File: config.mk
export PLATFORM = sky130hd
export DESIGN_NAME = seg7_scan_ctrl
export DESIGN_NICKNAME = d
export VERILOG_FILES = /design/src/rtl/seg7_scan_ctrl.sv
export SDC_FILE = /design/constraint.sdc
export NUM_CORES = 1
export LEC_CHECK = 0
export BUFFER_PORTS_ARGS = -buffer_cell sky130_fd_sc_hd__buf_4
export CORE_MARGIN = 10
export CORE_UTILIZATION = 45
export CTS_BUF_LIST = sky130_fd_sc_hd__clkbuf_8
export CTS_CLUSTER_DIAMETER = 120
export CTS_CLUSTER_SIZE = 12
export DETAILED_ROUTE_END_ITERATION = 12
export PLACE_DENSITY = 0.66
export SLEW_MARGIN = 40
export SYNTH_ARGS = -nofsm -noshare
export SYNTH_HDL_FRONTEND = slang
export SYNTH_SLANG_ARGS = --single-unit
File: constraint.sdc
create_clock -name clk -period 2.1 [get_ports clk]
set_input_delay 0.21 -clock clk [delete_from_list [all_inputs] [get_ports clk]]
set_output_delay 0.21 -clock clk [all_outputs]
set_load 0.05 [all_outputs]
File: src/rtl/seg7_scan_ctrl.sv
// seg7_scan_ctrl: multiplexed scan controller for a 4-digit, 7-segment display.
//
// Every digit gets a slot of DIV clock cycles. The first DIV-GAP cycles
// drive the digit and the last GAP cycles blank it. A new display value is
// written into a single pending buffer and moves to the active register only
// at a frame boundary, so a frame never shows a mix of old and new digits.
//
// Ports
//   clk        - sole clock, rising edge
//   rst_n      - asynchronous active-low reset
//   wr_valid   - requester offers a new 16-bit display value
//   wr_data    - four hex nibbles, [15:12] = digit 3 ... [3:0] = digit 0
//   wr_ready   - pending buffer empty; a write is accepted this cycle
//   blank_lz   - leading-zero blanking enable
//   dp_mask    - decimal-point enable per digit
//   digit      - nibble of the current slot (to the external 7-seg decoder)
//   line       - one-hot digit enable, active-high, registered
//   dp         - decimal point of the current slot, registered
//   frame_done - one-cycle pulse in the last blank cycle of digit 3
module seg7_scan_ctrl #(
    parameter int unsigned DIV = 1000,
    parameter int unsigned GAP = 16
) (
    input  logic        clk,
    input  logic        rst_n,
    input  logic        wr_valid,
    input  logic [15:0] wr_data,
    output logic        wr_ready,
    input  logic        blank_lz,
    input  logic [3:0]  dp_mask,
    output logic [3:0]  digit,
    output logic [3:0]  line,
    output logic        dp,
    output logic        frame_done
);

    localparam int unsigned CW = $clog2(DIV);
    localparam logic [CW-1:0] DRIVE_LAST = CW'(DIV - GAP - 1);
    localparam logic [CW-1:0] BLANK_LAST = CW'(GAP - 1);

    typedef enum logic {
        DRIVE,
        BLANK
    } state_t;

    state_t        state, state_nxt;
    logic [CW-1:0] cnt, cnt_nxt;
    logic [1:0]    idx, idx_nxt;
    logic [15:0]   active, active_nxt;
    logic [15:0]   pend;
    logic          pend_full;
    logic          boundary;
    logic          accept;
    logic          blk_nxt;
    logic [3:0]    line_nxt;
    logic          dp_nxt;
    logic          frame_done_nxt;

    assign wr_ready = ~pend_full;
    assign accept   = wr_valid & ~pend_full;
    assign digit    = active[{idx, 2'b00} +: 4];

    // Slot sequencing: DRIVE for DIV-GAP cycles, BLANK for GAP cycles,
    // digit index advances when BLANK ends.
    always_comb begin
        state_nxt = state;
        cnt_nxt   = cnt + CW'(1);
        idx_nxt   = idx;
        case (state)
            DRIVE: begin
                if (cnt == DRIVE_LAST) begin
                    state_nxt = BLANK;
                    cnt_nxt   = '0;
                end
            end
            BLANK: begin
                if (cnt == BLANK_LAST) begin
                    state_nxt = DRIVE;
                    cnt_nxt   = '0;
                    idx_nxt   = idx + 2'd1;
                end
            end
            default: begin
                state_nxt = BLANK;
                cnt_nxt   = '0;
            end
        endcase
    end

    assign boundary   = (state == BLANK) && (idx == 2'd3) && (cnt == BLANK_LAST);
    assign active_nxt = (boundary && pend_full) ? pend : active;

    // line/dp/frame_done are registered, so they are computed from the
    // next-cycle slot position and the next-cycle active value.
    always_comb begin
        blk_nxt = 1'b0;
        case (idx_nxt)
            2'd1:    blk_nxt = blank_lz && (active_nxt[15:4]  == '0);
            2'd2:    blk_nxt = blank_lz && (active_nxt[15:8]  == '0);
            2'd3:    blk_nxt = blank_lz && (active_nxt[15:12] == '0);
            default: blk_nxt = 1'b0;
        endcase
    end

    always_comb begin
        line_nxt = '0;
        if (state_nxt == DRIVE && !blk_nxt) begin
            line_nxt = 4'b0001 << idx_nxt;
        end
        dp_nxt         = dp_mask[idx_nxt] && (line_nxt != '0);
        frame_done_nxt = (state_nxt == BLANK) && (idx_nxt == 2'd3) &&
                         (cnt_nxt == BLANK_LAST);
    end

    always_ff @(posedge clk or negedge rst_n) begin
        if (!rst_n) begin
            state      <= BLANK;
            cnt        <= '0;
            idx        <= 2'd3;
            active     <= '0;
            pend       <= '0;
            pend_full  <= 1'b0;
            line       <= '0;
            dp         <= 1'b0;
            frame_done <= 1'b0;
        end else begin
            state      <= state_nxt;
            cnt        <= cnt_nxt;
            idx        <= idx_nxt;
            active     <= active_nxt;
            line       <= line_nxt;
            dp         <= dp_nxt;
            frame_done <= frame_done_nxt;
            // accept and the boundary load are exclusive: accept needs an
            // empty buffer, the load needs a full one.
            if (accept) begin
                pend      <= wr_data;
                pend_full <= 1'b1;
            end else if (boundary && pend_full) begin
                pend_full <= 1'b0;
            end
        end
    end

endmodule

==> metrics <==
outcome finished, violations left; failing checks negative setup slack; FF+latch count, synth 52; Clock Path Buffers 2; Tcrit/Tclk final 101%; setup violators final 4; Leakage 0.00140 uW; Detail Route Antenna Nets 0; power share of the combinational group 5.9%; Core Area 5140 um2; Final min period 2.13 ns; first-pass GRT wire length 9400 um; synth cell count leaders dfrtp_1, mux2_2, nor2_1, nor4_1, nand3_1; PD cells 586 nW/um2; Slew HR 56.9%; CTS tree done; RSZ-0062 raised after global routing yes; Yosys top cell by area dfrtp_1; first drt pass iteration count 4; worst setup path category reg2reg; Setup WS post-layout -0.0255 ns; chip height 93.2 um; Worst Path Required 2.28 ns; Switching Share 22.6%; cell-internal power 1370 uW; Post-synth EDFFs 0; DIE AREA 8690 um2; gpl congestion 0.919; ys async rst share 100%; Initial Util 46.9%; via count 1659; top-area cell type share of the netlist area 50.8%; Crit. End Element register; IO Port Bufs 34; type of the worst min-delay path in2reg; nets 263; Area after DPL 2850 um2; Routed WL 5340 um; syn nets 208; CTS buffer count 5; Reg clk slew, reported paths 0.09 ns; floorplan row count 26; pin count of the biggest net entering global routing 53; P_sw 400 uW; Iteration-0 DRC Markers 87; Mapped Area 2410 um2; Seq pwr share 60.3%; max cap viols 0; Synth area leaders dfrtp_1, mux2_2, mux4_2, dfstp_2, nor4_1; worst skew pair latency 0.31 ns; Final Hold Fails 0; IO Pins 35; layout cells sized above 1 49.2%; DR WL/cell 17.3 um; Layout Area Growth over Synthesis 24.9%; Max Fclk 0.470 GHz; post-synthesis cell count 182; drt drc 0; post-synthesis cell type count 35; setup TNS -0.0481 ns; VDD IR max 0.327 mV; power consumption 1770 uW; ys flop type dfrtp_1; total global-route track usage 13.5%; Clock Skew 0.00477 ns; hpwl dp 3990 um; sequential area share after synthesis 54.1%; average cell area after synthesis 13.3 um2; Worst Path Arrival 2.31 ns; fin. max-slew vios 0; pre-CTS setup slack -0.146 ns; worst-path maximum fanout 3; Die X 93.2 um; Root Buffer clkbuf_8; total grt overflow 0; H-tree depth 2; clock power share 33.7%; CP Launch Type register; vias in the first global route 1808; Ys Warns 0; Slew @ Worst Pin 0.646 ns; worst hold slack 0.118 ns; design area 3010 um2; Sink Count 52; Via density 5.39; Filler cells 432; count leader, synth dfrtp_1; antenna violations before repair 0; diode count 0
-- metal layers --
metal / global-route usage [%] / up-vias / part of all wire [%]
met5: 0 / - / 0
met1: 17.0 / 842 / 42
met3: 3.12 / 8 / 3.9
met4: 4.24 / 0 / 1.5
li1: - / 778 / -
met2: 22.4 / 31 / 52
-- through the flow --
| step | util, % | std cells |
|---|---|---|
| 3_3_place_gp | 55.4 | 297 |
| 6_report | 58.6 | 308 |
| 4_1_cts | 58.2 | 308 |
| 2_1_floorplan | - | 182 |
| 5_1_grt | 58.6 | 308 |
| 3_5_place_dp | 55.4 | 297 |
-- critical path, stage by stage, from the launching register on --
cell and delay, ns:
dfstp_2 0.54, or4b_4 0.48, nor4_4 0.23, buf_4 0.20
mux2i_2 0.07, a211oi_2 0.37, a211oi_2 0.12
-- what timing repair did --
item	CTS	global route
hold buffers	1	0
endpoints found under the setup margin	20	20
hold endpoints to repair	49	0
setup buffers	2	0
pin swaps	1	1
gates resized for setup	4	5
-- state kept, by name, indices dropped and copies added (netlist names) --
signal      flops
active         16
pend           16
cnt            10
line            4
idx             2
dp              1
frame_done      1
pend_full       1
state           1
-- cell type report --
cell class / instances / area (um2) / area share [%]
flip-flops and latches: 52 / 1310 / 43.3
multi-input cells: 118 / 1080 / 35.9
repair buffers: 56 / 427 / 14.2
well taps: 70 / 87.6 / 2.91
clock buffers: 6 / 82.6 / 2.74
clock inverters: 2 / 15.0 / 0.498
inverters: 4 / 15.0 / 0.498
-- power by group through the flow --
| stage | clock network, uW | registers [uW] | logic, uW |
|---|---|---|---|
| after global placement | 0 | 1080 | 99.7 |
| after floorplan | 0 | 1080 | 39.9 |
| after detailed placement | 0 | 1080 | 105 |
| after CTS | 616 | 1070 | 107 |
| final | 596 | 1070 | 105 |
| after global routing | 672 | 1070 | 118 |
-- final timing paths --
kind	startpoint	end	slack, ns	cells after the start
worst min register to register	pend[1]	pend[1]	0.53	1
worst max register to register	state	line[1]	-0.03	6
worst max-delay path	state	line[1]	-0.03	6
max in group asynchronous	rst_n	line[0]	1.20	2
min in group asynchronous	rst_n	pend[0]	0.45	2
worst min-delay path	wr_valid	pend_full	0.12	3
-- cells in the final DEF, fill, tap and decap left out, types with 6 or more instances in the layout --
cell / synthesis / layout
buf_4: 1 / 54
clkbuf_8: 0 / 6
nor2_1: 13 / 13
nand3_1: 9 / 8
xnor2_1: 6 / 6
nor4_1: 10 / 10
dfrtp_1: 49 / 49
mux4_2: 6 / 6
mux2_2: 33 / 33
-- cell families after synthesis --
family / share of synthesized area (%)
and+or+nand+nor: 13.1
muxes: 22.7
adders and majority gates: 1.04
xor gates and xnor gates: 3.63
DFF: 54.1
AOI/OAI and AO/OA: 2.80
buffers and inverters: 2.64
Note: power is estimated with default switching activity, not from simulation.
